$ cat src/rtl/if_align_buffer_pkg.sv
// Shared fetch-path definitions.
//   ADDR_WIDTH : default PC width
//   START_PC   : architectural reset vector of the core
//   RVC_OP32   : low two bits marking a 32-bit (non-compressed) instruction
package if_align_buffer_pkg;

  localparam int unsigned ADDR_WIDTH = 32;
  localparam logic [31:0] START_PC   = 32'h8000_0000;
  localparam logic [1:0]  RVC_OP32   = 2'b11;

endpackage

$ cat src/rtl/if_hw_queue.sv
// Halfword FIFO used by the fetch alignment buffer.
//   clk, rst_n          : clock, synchronous active-low reset (clears storage too)
//   flush               : empty the queue (pointers and count to 0)
//   push_num            : halfwords to push this cycle (0..2)
//   push_hw0, push_hw1  : first / second halfword to push
//   pop_num             : halfwords to pop this cycle (0..2)
//   count               : halfwords currently held
//   head_hw0, head_hw1  : halfwords at head and head+1
module if_hw_queue #(
  parameter int unsigned BUF_HW = 4,
  localparam int unsigned PTR_W = $clog2(BUF_HW),
  localparam int unsigned CNT_W = $clog2(BUF_HW + 1)
) (
  input  logic             clk,
  input  logic             rst_n,
  input  logic             flush,
  input  logic [1:0]       push_num,
  input  logic [15:0]      push_hw0,
  input  logic [15:0]      push_hw1,
  input  logic [1:0]       pop_num,
  output logic [CNT_W-1:0] count,
  output logic [15:0]      head_hw0,
  output logic [15:0]      head_hw1
);

  logic [15:0]      mem_q [BUF_HW];
  logic [PTR_W-1:0] head_q, tail_q;
  logic [CNT_W-1:0] count_q;

  // Pointer advance modulo BUF_HW; n never exceeds 2 and BUF_HW >= 2.
  function automatic logic [PTR_W-1:0] ptr_add(input logic [PTR_W-1:0] p, input logic [1:0] n);
    int unsigned s;
    s = int'(p) + int'(n);
    if (s >= BUF_HW) s = s - BUF_HW;
    return PTR_W'(s);
  endfunction

  always_ff @(posedge clk) begin
    if (!rst_n) begin
      for (int i = 0; i < BUF_HW; i++) mem_q[i] <= 16'h0;
      head_q  <= '0;
      tail_q  <= '0;
      count_q <= '0;
    end else if (flush) begin
      head_q  <= '0;
      tail_q  <= '0;
      count_q <= '0;
    end else begin
      if (push_num != 2'd0) mem_q[tail_q] <= push_hw0;
      if (push_num == 2'd2) mem_q[ptr_add(tail_q, 2'd1)] <= push_hw1;
      tail_q  <= ptr_add(tail_q, push_num);
      head_q  <= ptr_add(head_q, pop_num);
      count_q <= count_q + CNT_W'(push_num) - CNT_W'(pop_num);
    end
  end

  assign count    = count_q;
  assign head_hw0 = mem_q[head_q];
  assign head_hw1 = mem_q[ptr_add(head_q, 2'd1)];

endmodule

$ cat src/rtl/if_align_buffer.sv
// Fetch alignment buffer: turns a stream of 32-bit fetch words into aligned
// 16/32-bit instructions with their PCs.
//   clk, rst_n             : clock, synchronous active-low reset
//   flush                  : redirect; drop everything buffered
//   fetch_valid/ready      : fetch word handshake (ready depends on registered state only)
//   fetch_pc, fetch_word   : word address (bit 0 = 0) and data
//   inst_valid/ready       : instruction handshake towards decode
//   inst, inst_pc          : aligned instruction (16-bit zero-extended) and its PC
//   inst_16bit             : instruction is compressed
module if_align_buffer
  import if_align_buffer_pkg::*;
#(
  parameter int unsigned ADDR_WIDTH = if_align_buffer_pkg::ADDR_WIDTH,
  parameter int unsigned BUF_HW     = 4
) (
  input  logic                  clk,
  input  logic                  rst_n,
  input  logic                  flush,
  input  logic                  fetch_valid,
  output logic                  fetch_ready,
  input  logic [ADDR_WIDTH-1:0] fetch_pc,
  input  logic [31:0]           fetch_word,
  output logic                  inst_valid,
  input  logic                  inst_ready,
  output logic [31:0]           inst,
  output logic [ADDR_WIDTH-1:0] inst_pc,
  output logic                  inst_16bit
);

  localparam int unsigned CNT_W = $clog2(BUF_HW + 1);

  logic [CNT_W-1:0]      count;
  logic [15:0]           head_hw0, head_hw1;
  logic [1:0]            push_num, pop_num;
  logic [15:0]           push_hw0;
  logic                  accept, pop, head_is32, reload;
  logic [ADDR_WIDTH-1:0] head_pc_q, tail_pc_q;

  // Room for a full word (two halfwords) is required before accepting.
  assign fetch_ready = (count <= CNT_W'(BUF_HW - 2));
  assign accept      = fetch_valid & fetch_ready & ~flush;
  assign push_num    = !accept ? 2'd0 : (fetch_pc[1] ? 2'd1 : 2'd2);
  assign push_hw0    = fetch_pc[1] ? fetch_word[31:16] : fetch_word[15:0];

  assign head_is32  = (head_hw0[1:0] == RVC_OP32);
  // A lone upper half of a straddling 32-bit instruction is not issuable.
  assign inst_valid = ((count >= CNT_W'(1)) && !head_is32) || (count >= CNT_W'(2));
  assign inst_16bit = inst_valid & ~head_is32;
  assign inst       = head_is32 ? {head_hw1, head_hw0} : {16'h0, head_hw0};
  assign inst_pc    = head_pc_q;

  assign pop     = inst_valid & inst_ready & ~flush;
  assign pop_num = !pop ? 2'd0 : (head_is32 ? 2'd2 : 2'd1);

  // Buffer is (or becomes) empty this cycle, so the new word sets the PC.
  assign reload = accept && (count == CNT_W'(pop_num));

  always_ff @(posedge clk) begin
    if (!rst_n) begin
      head_pc_q <= '0;
      tail_pc_q <= '0;
    end else if (!flush) begin
      if (reload) begin
        head_pc_q <= fetch_pc;
      end else if (pop) begin
        head_pc_q <= head_pc_q + (head_is32 ? ADDR_WIDTH'(4) : ADDR_WIDTH'(2));
      end
      // Address expected for the next fetch word.
      if (accept) tail_pc_q <= {fetch_pc[ADDR_WIDTH-1:2], 2'b00} + ADDR_WIDTH'(4);
    end
  end

  a_fetch_contiguous: assert property (@(posedge clk) disable iff (!rst_n)
    (accept && !reload) |-> (fetch_pc == tail_pc_q));

  if_hw_queue #(
    .BUF_HW (BUF_HW)
  ) u_hw_queue (
    .clk      (clk),
    .rst_n    (rst_n),
    .flush    (flush),
    .push_num (push_num),
    .push_hw0 (push_hw0),
    .push_hw1 (fetch_word[31:16]),
    .pop_num  (pop_num),
    .count    (count),
    .head_hw0 (head_hw0),
    .head_hw1 (head_hw1)
  );

endmodule
$ cat config.mk
export PLATFORM = sky130hd
export DESIGN_NAME = if_align_buffer
export DESIGN_NICKNAME = d
export VERILOG_FILES = /design/src/rtl/if_align_buffer_pkg.sv /design/src/rtl/if_hw_queue.sv /design/src/rtl/if_align_buffer.sv
export SDC_FILE = /design/constraint.sdc
export NUM_CORES = 1
export LEC_CHECK = 0
export BUFFER_PORTS_ARGS = -buffer_cell sky130_fd_sc_hd__buf_2
export CORE_MARGIN = 4
export CORE_UTILIZATION = 30
export DETAILED_ROUTE_END_ITERATION = 8
export GPL_TIMING_DRIVEN = 0
export PLACE_DENSITY = 0.56
export SLEW_MARGIN = 15
export SYNTH_ARGS = -nofsm -noshare
export SYNTH_HDL_FRONTEND = slang
export SYNTH_SLANG_ARGS = --single-unit
export TNS_END_PERCENT = 30
$ cat constraint.sdc
create_clock -name clk -period 6.3 [get_ports clk]
set_input_delay 0 -clock clk [delete_from_list [all_inputs] [get_ports clk]]
set_output_delay 0 -clock clk [all_outputs]
set_load 0.01 [all_outputs]
# Yosys cells after proc, flatten, opt, wreduce, memory -nomap -nowiden
# Memories as Yosys holds them, arrays and structs flattened. A register that Yosys moved wholly into a read port is not among the register bits.
# Cells that the tools add are included.
# Widths: inputs -> output; s select.
# classes
add_sub_neg	11
n_lt_le_gt_ge	7
n_eq_ne	3
n_mux	32
bitwise	8
n_reduce_logical	10
# op_table
op	count
$mux 32	3
$mux 16	3
$add 32x3->32	1
$reduce_or 16->1	2
$mux 2	14
$ge 3x3->1 const B	4
$mux 1	11
$sub 2x1->2 const B	4
$add 2x1->3 const B	2
$add 2x2->3	2
$and 1x1->1	5
$eq 2x2->1 const B	2
$reduce_bool 2->1	2
$add 3x2->3	1
$eq 3x2->1	1
$ge 3x1->1 const B	1
$ge 3x2->1 const B	1
$le 3x2->1 const B	1
$mux 3	1
$not 1->1	3
$sub 3x2->3	1
$logic_and 1x1->1	2
$reduce_and 2->1	1
$reduce_or 2->1	1
other kinds (2)	2
# word_totals
ff_bits	39
mem_bits_rw	64
inputBits	69
output_inout_bits	67
elab_cells	76
mem_count	1
# mem_list
name	words	width	rd	rd_clocked_by_memory_dff	wr	line_no	text
u_hw_queue.mem_q	4	16	2	1	4	if_hw_queue.sv:26	logic [15:0] mem_q [BUF_HW];

# Logic depth before layout (Yosys ltp)
# Gate-level depths: netlist (run 1).
# depth
word_depth	11
mapped_depth	14
mapped_depth_nobuf	12

# By module
# From an unflattened synthesis (run 1), not the netlist that was laid out.
# hier_totals
cells_unflattened	559
area_unflattened_um2	6317.3
# by_module_without_submodules
mod	n_inst	cells_each	area_per_inst_um2	seq_area_each_um2
if_hw_queue	1	246	3902.5	2062.0
if_align_buffer	1	313	2414.8	640.6

# Worst setup path after synthesis (run 1)
# OpenSTA, ideal clock, no wires.
# synth_path
path_kind	register -> register
from	register u_hw_queue.head_q[0] (netlist name)
to	register head_pc_q[31] (netlist: inst_pc[31])
setup_time_ns	0.074
arrival_time_ns	3.110
required_ns	6.226
slack_ns	3.116
path_stages_with_launch	12
path_buffers	2
period_less_slack_ns	3.184
path_cell_list	dfxtp_1 -> buf_6 -> mux4_2 -> buf_2 -> nand2_1 -> ha_1 -> inv_1 -> fa_1 -> nor3_1 -> o21ai_1 -> or4_1 -> a31oi_1
# synth_rtl
item	line_no	text
end signal: assignment	if_align_buffer.sv:64	head_pc_q <= fetch_pc;
end signal: assignment	if_align_buffer.sv:66	head_pc_q <= head_pc_q + (head_is32 ? ADDR_WIDTH'(4) : ADDR_WIDTH'(2));
end: declaration	if_align_buffer.sv:37	logic [ADDR_WIDTH-1:0] head_pc_q, tail_pc_q;

==> results of run 1 <==
## logic make-up after synthesis
logic type               Yosys count  share of synthesized area
AO/OA/AOI/OAI                    187                      0.209
multiplexers                      33                      0.117
flip-flops                       103                      0.447
adder cells (fa/ha/maj)            9                     0.0223
AND/OR/NAND/NOR                  146                      0.121
XOR/XNOR                          29                     0.0420
buffers and inverters             63                     0.0424
## layout make-up
type,instances,area (sq um),area share
repair buffers,192,1250,0.158
clock buffers,9,225,0.0284
well taps,265,332,0.0418
inverters,15,56.3,0.00709
multi-input cells,404,3110,0.392
clock inverters,7,60.1,0.00757
flip-flops and latches,103,2700,0.340
plain buffers,48,200,0.0252
## placed cells by master, fill, tap and decap left out, types with 5 or more instances in the layout
cell type | Yosys | final
nand4_1 | 5 | 5
ha_1 | 6 | 6
edfxtp_1 | 64 | 64
buf_2 | 1 | 137
and2_1 | 5 | 5
a22o_1 | 32 | 32
xor2_1 | 24 | 24
clkbuf_1 | 41 | 41
xnor2_1 | 5 | 5
nand2_1 | 63 | 63
a221oi_1 | 16 | 16
dfxtp_1 | 39 | 39
inv_1 | 15 | 15
dlygate4sd3_1 | 0 | 54
a31oi_1 | 6 | 6
a21oi_1 | 59 | 59
nor3_1 | 5 | 5
o21ai_0 | 42 | 40
and3_1 | 19 | 19
nand3_1 | 8 | 8
o2111ai_1 | 5 | 5
and4_1 | 6 | 6
o211ai_1 | 11 | 11
or3_1 | 6 | 6
clkbuf_16 | 0 | 9
mux4_2 | 29 | 29
nor2_1 | 13 | 13
## path summary, 6_finish.rpt
path / from / end / slack [ns]
setup / recovery: u_hw_queue.head_q[1]$_SDFF_PP0_ / inst_pc[0]$_SDFFE_PN0P_ / 2.07
hold / removal: fetch_word[3] / u_hw_queue.mem_q[0][3]$_DFFE_PP_ / 0.001
setup reg to reg: u_hw_queue.head_q[1]$_SDFF_PP0_ / inst_pc[0]$_SDFFE_PN0P_ / 2.07
hold reg to reg: inst_pc[31]$_SDFFE_PN0P_ / inst_pc[31]$_SDFFE_PN0P_ / 0.52
## report_power, final
group,switching [W],internal [W]
logic,0.000169,0.000130
clock network,0.000285,0.000277
registers,0.0000370,0.000766
total,0.000491,0.00117
## state kept, by name (all words and copies together), names as in the netlist
register and cells:
u_hw_queue.mem_q 64, u_hw_queue.count 3, u_hw_queue.tail_q 2, u_hw_queue.head_q 2
inst_pc 32
## stage by stage
step	hold WS (ns)	std cells	power, W	setup WS, ns	util
3_5_place_dp	0.248	973	0.00109	2.47	0.362
3_3_place_gp	0.238	970	0.00109	2.49	0.359
5_1_grt	0.00414	1043	0.00174	1.75	0.404
4_1_cts	0.00151	1043	0.00167	2.04	0.404
2_1_floorplan	0.144	570	0.000962	3.12	-
6_report	0.00141	1043	0.00166	2.07	0.404
## per-layer routing
layer	wire length, um	track usage	vias up
met3	1460	0.0415	15
met2	9890	0.301	214
met5	0	0	-
met4	234	0.0421	0
met1	8800	0.234	2678
li1	-	-	2618
==> flow_summary.ini, run 1 <==
[status]
status = finished clean

[synthesis]
synth_commonest_cells = 64 x edfxtp_1, 63 x nand2_1, 59 x a21oi_1
synthesis.area_per_instance_sq_um = 10.6
yosysWarnings = 0
yosysSeqAreaShare = 0.447
yosysTopAreaCellShare = 0.318
synth_cell_types = 49
syn-cell-area_sq_um = 6050
synthArstFlopShare = 0
ys_seq_elements = 103
synth_flop_cell = edfxtp_1
syn_nets = 648
netlist_top_cells_area = edfxtp_1 32%, dfxtp_1 13%, mux4_2 11%
synth_area_leader_cell = edfxtp_1
synthCells = 570
synth_most_common_cell = edfxtp_1
synth_edf_count = 64

[placed_design]
portBuffers = 135
hpwl_mm = 14.2
place_congestion = 0.803
place_area_sq_um = 7110

[critical_path]
r2r_cells = 15
crit_top_cell = clkbuf_1
path_class = flop to flop
critPathTopFamily = buffers and inverters
slowest_delay_ns = 0.55
end_kind = flop
crit_path_start_kind = flop
crit_path_max_fanout = 10
worstPathCellList = clkbuf_1 -> mux4_2 -> buf_4 -> nand2_1 -> inv_1 -> a21oi_1 -> and2_1 -> ha_1 -> inv_1 -> or3_1 -> clkbuf_1 -> clkbuf_1 -> mux2i_1 -> nor2_1 -> dlygate4sd3_1
cp.required_ns = 6.56
path_buf_inv = 7
worstPathArrival_ns = 4.49
cpMaxStageDelayCell = dlygate4sd3_1
crit_cells = 15

[cts]
clkLatencyLatePin_ns = 0.36
cts_resized = 0
cts_max_level = 3
cts_tree = built
clkTransAtPathRegs_ns = 0.08
cts.sinks = 103
cts_setup_buffers = 0
postCtsHoldBufs = 54
cts_root_buf = clkbuf_16
cts_buffers = 9
clock_path_buffers = 2

[timing]
worst_pin_slew_ns = 0.964
max_slew_margin = 0.352
hold_viol = 0
worst_clock_skew_ns = 0.0148
grt_setup_unrepaired = no
max_freq_ghz = 0.236
final.setup.tns_ns = 0
finalCritPeriodShare = 0.672
min_period_ns = 4.23
maxSlewViolCount = 0
setup_violations = 0

[die]
die_h_um = 150
io_pins = 136
die-area_sq_um = 22500
start_util = 0.308
rows = 51
die_x_um = 150
coreArea_sq_um = 19700

[power_and_ir_drop]
p_per_area_nw_per_um2 = 210
p_leak_nw = 3.08
peakVddDrop_mv = 0.135

[hold_path]
hold_path_depth = 2
min_path_type = input port to flop

[finish]
drive_gt1_frac = 0.251
fin_area_sq_um = 7940
antenna_cells = 0
fin_nets = 851
area_growth_pct = 31.2
fillers = 1971

[global_route]
grt_antenna_before_repair = 0
grt_pass1_vias = 5518
grt_overflow = 0
grt_max_degree = 20
grt_usage = 0.179
grt_pass1_wl_mm = 31.0

[detailed_routing]
wl_per_cell_um = 19.5
drt_iter0_markers = 390
drc = 0
via_per_inst = 5.30
drtAntennaViolNets = 0
first_pass_iters = 5
wl_mm = 20.4
dr_total_vias = 5525

[job]
max_cap_violations = 0
Note: power is estimated with default switching activity, not from simulation.
==> run 2, diff against run 1 <==
--- a/config.mk
+++ b/config.mk
@@ -5,6 +5,7 @@
 export SDC_FILE = /design/constraint.sdc
 export NUM_CORES = 1
 export LEC_CHECK = 0
+export ABC_AREA = 1
 export BUFFER_PORTS_ARGS = -buffer_cell sky130_fd_sc_hd__buf_2
 export CORE_MARGIN = 4
 export CORE_UTILIZATION = 30
==> constraint.sdc (replaced) <==
create_clock -name clk -period 3.9 [get_ports clk]
set_input_delay 0 -clock clk [delete_from_list [all_inputs] [get_ports clk]]
set_output_delay 0 -clock clk [all_outputs]
set_load 0.01 [all_outputs]
==> run 2 against run 1 <==
The run now ends with negative hold slack left. Critical endpoint is now inst_pc[30]$_SDFFE_PN0P_. Wire length rose by 10%. Setup slack worse by 1.4 ns. Count of clock-buffer cells in the layout did not move. Sequential share of layout area down 1.7 points. Design area increased by 5.1%. Die area grew 12%. Fmax is 33% higher. Register-to-register slack worse by 1.4 ns. Clock skew is 0.0047 ns lower.
==> flow_summary.ini, run 2 <==
[cts]
cts.sinks = 103
cts_tree = built
clkLatencyLatePin_ns = 0.36
cts_buffers = 9
cts_max_level = 3
cts_root_buf = clkbuf_16
clock_path_buffers = 2
clkTransAtPathRegs_ns = 0.08

[timing]
worst_clock_skew_ns = 0.0101
finalCritPeriodShare = 0.816
max_freq_ghz = 0.314
hold_viol = 1
max_slew_margin = 0.400
holdWs_ns = -0.00164
setup_violations = 0
maxSlewViolCount = 0
setup_ws_ns = 0.717
min_period_ns = 3.18
grt_setup_unrepaired = no
worst_pin_slew_ns = 0.897

[synthesis]
ys_seq_elements = 103
synth_edf_count = 64
synth_flop_cell = edfxtp_1
synth_commonest_cells = 204 x nand2_1, 110 x nor2_1, 105 x inv_1
synth_most_common_cell = nand2_1
yosysWarnings = 0
synthesis.area_per_instance_sq_um = 7.41
syn_nets = 994
synthCells = 916
synth_area_leader_cell = edfxtp_1
syn-cell-area_sq_um = 6790
yosysSeqAreaShare = 0.398
synthArstFlopShare = 0
synth_cell_types = 38
netlist_top_cells_area = edfxtp_1 28%, dfxtp_1 12%, nand2_1 11%
yosysTopAreaCellShare = 0.283

[status]
status = finished, violations left
violations = negative hold slack

[detailed_routing]
drc = 0
via_per_inst = 4.98
wl_per_cell_um = 16.4
wl_mm = 22.5
drt_iter0_markers = 518
drtAntennaViolNets = 0
first_pass_iters = 5
dr_total_vias = 6834

[die]
die_x_um = 158
coreArea_sq_um = 22000
start_util = 0.308
die-area_sq_um = 25100
io_pins = 136
rows = 54
die_h_um = 158

[finish]
final_common_cell = nand2_1
utilization = 0.379
top_register = u_hw_queue.mem_q
final_cell_mix = 204 x nand2_1, 146 x buf_2, 110 x nor2_1
fillers = 2384
multi_input_area_sq_um = 3450
fin_nets = 1163
instances_no_fill = 1371
largest_reg_flops = 64
area_growth_pct = 22.9
fin_area_sq_um = 8340
drive_gt1_frac = 0.189
seqCellArea_sq_um = 2700

[critical_path]
worstPathCellList = buf_6 -> inv_6 -> nand2_1 -> nand3_2 -> nand2_4 -> nand2_8 -> inv_4 -> o21ai_1 -> nand3_2 -> nor2_1 -> ha_1 -> inv_1 -> nor3_2 -> clkbuf_1 -> nand3_1 -> nand3_2 -> a21oi_2
crit_path_max_fanout = 19
r2r_slack_ns = 0.72
worstPathArrival_ns = 3.41
end_kind = flop
crit_top_cell = nand3_2
cpMaxStageDelayCell = clkbuf_1
cp.required_ns = 4.13
slowest_delay_ns = 0.50
path_class = flop to flop
crit_path_start_kind = flop

[power_and_ir_drop]
seq_power_share = 0.477
p_leak_nw = 3.59
power_frac_comb = 0.201
p_per_area_nw_per_um2 = 331
sw_frac_of_total = 0.314
p_clk_frac = 0.322
power_switching_w = 0.000866
power.internal_w = 0.00190
peakVddDrop_mv = 0.201

[hold_path]
min_path_type = input port to flop

[global_route]
grt_antenna_before_repair = 1
grt_usage = 0.182
grt_pass1_vias = 6722
grt_overflow = 0
grt_max_degree = 20
grt_pass1_wl_mm = 36.0

[placed_design]
placed_cells = 1333
place_congestion = 0.934
place_area_sq_um = 7840
pre_cts_ws_ns = 0.205
portBuffers = 135
hpwl_mm = 18.0

[job]
max_cap_violations = 0
-- run 2: worst max-delay path, delay by kind of cell (launching register included) --
family          cells  cell delay, ns
flops               1            0.34
buf+inv             5            0.88
fa+ha+maj           1            0.14
simple gates        9            1.46
compound gates      2            0.24
-- run 2: metal layers --
layer,track usage,vias up,share of wire
met5,0,-,0
met3,0.0275,39,0.073
met1,0.245,3098,0.44
li1,-,3436,-
met4,0.0589,0,0.026
met2,0.299,261,0.46
-- run 2: timing repair --
| action | 4_1_cts | 5_1_grt |
|---|---|---|
| hold buffers | 22 | 0 |
| endpoints found under the setup margin | 0 | 5 |
| resized for setup | 0 | 0 |
| setup buffers | 0 | 0 |
| hold endpoints to repair | 22 | 0 |
-- run 2: cell families (layout without fill, tap and decap cells) --
kind of cell               count (synthesis)  after routing  synth area share
and+or+nand+nor                          418            418             0.273
AOI/OAI and AO/OA                        201            201             0.176
buffers and inverters                    156            330            0.0953
DFF                                      103            103             0.398
xor gates and xnor gates                  29             29            0.0374
adders and majority gates                  9              9            0.0199
other                                      0              1                 0
-- run 2: area by class of cell --
cell class,count,share of cell area
Antenna cell,1,0.000300
Clock inverter,7,0.00765
Timing Repair Buffer,159,0.109
Sequential cell,103,0.324
Inverter,108,0.0495
Clock buffer,9,0.0270
Multi-Input combinational cell,657,0.413
Buffer,47,0.0276
Tap cell,280,0.0420
-- run 2: path summary, 6_finish.rpt --
check,start,endpoint,cells after the start
max,u_hw_queue.head_q[0]$_SDFF_PP0_,inst_pc[30]$_SDFFE_PN0P_,17
min,fetch_pc[7],inst_pc[7]$_SDFFE_PN0P_,5
max reg2reg,u_hw_queue.head_q[0]$_SDFF_PP0_,inst_pc[30]$_SDFFE_PN0P_,17
min reg2reg,inst_pc[0]$_SDFFE_PN0P_,inst_pc[0]$_SDFFE_PN0P_,2
-- run 2: power groups by stage --
stage | clock network [W] | logic (W) | registers, W
after floorplan | 0 | 0.000330 | 0.00133
after global placement | 0 | 0.000536 | 0.00134
after detailed placement | 0 | 0.000542 | 0.00134
after CTS | 0.000906 | 0.000562 | 0.00132
after global routing | 0.000955 | 0.000628 | 0.00133
final | 0.000888 | 0.000556 | 0.00132
-- run 2: per-stage QoR --
stage | power [W] | setup TNS, ns | hold WS (ns)
after global placement | 0.00188 | -8.94 | 0.313
after global routing | 0.00291 | 0 | 0.0288
after floorplan | 0.00166 | 0 | 0.165
after detailed placement | 0.00188 | 0 | 0.321
after CTS | 0.00279 | 0 | 0.000158
final | 0.00276 | 0 | -0.00164
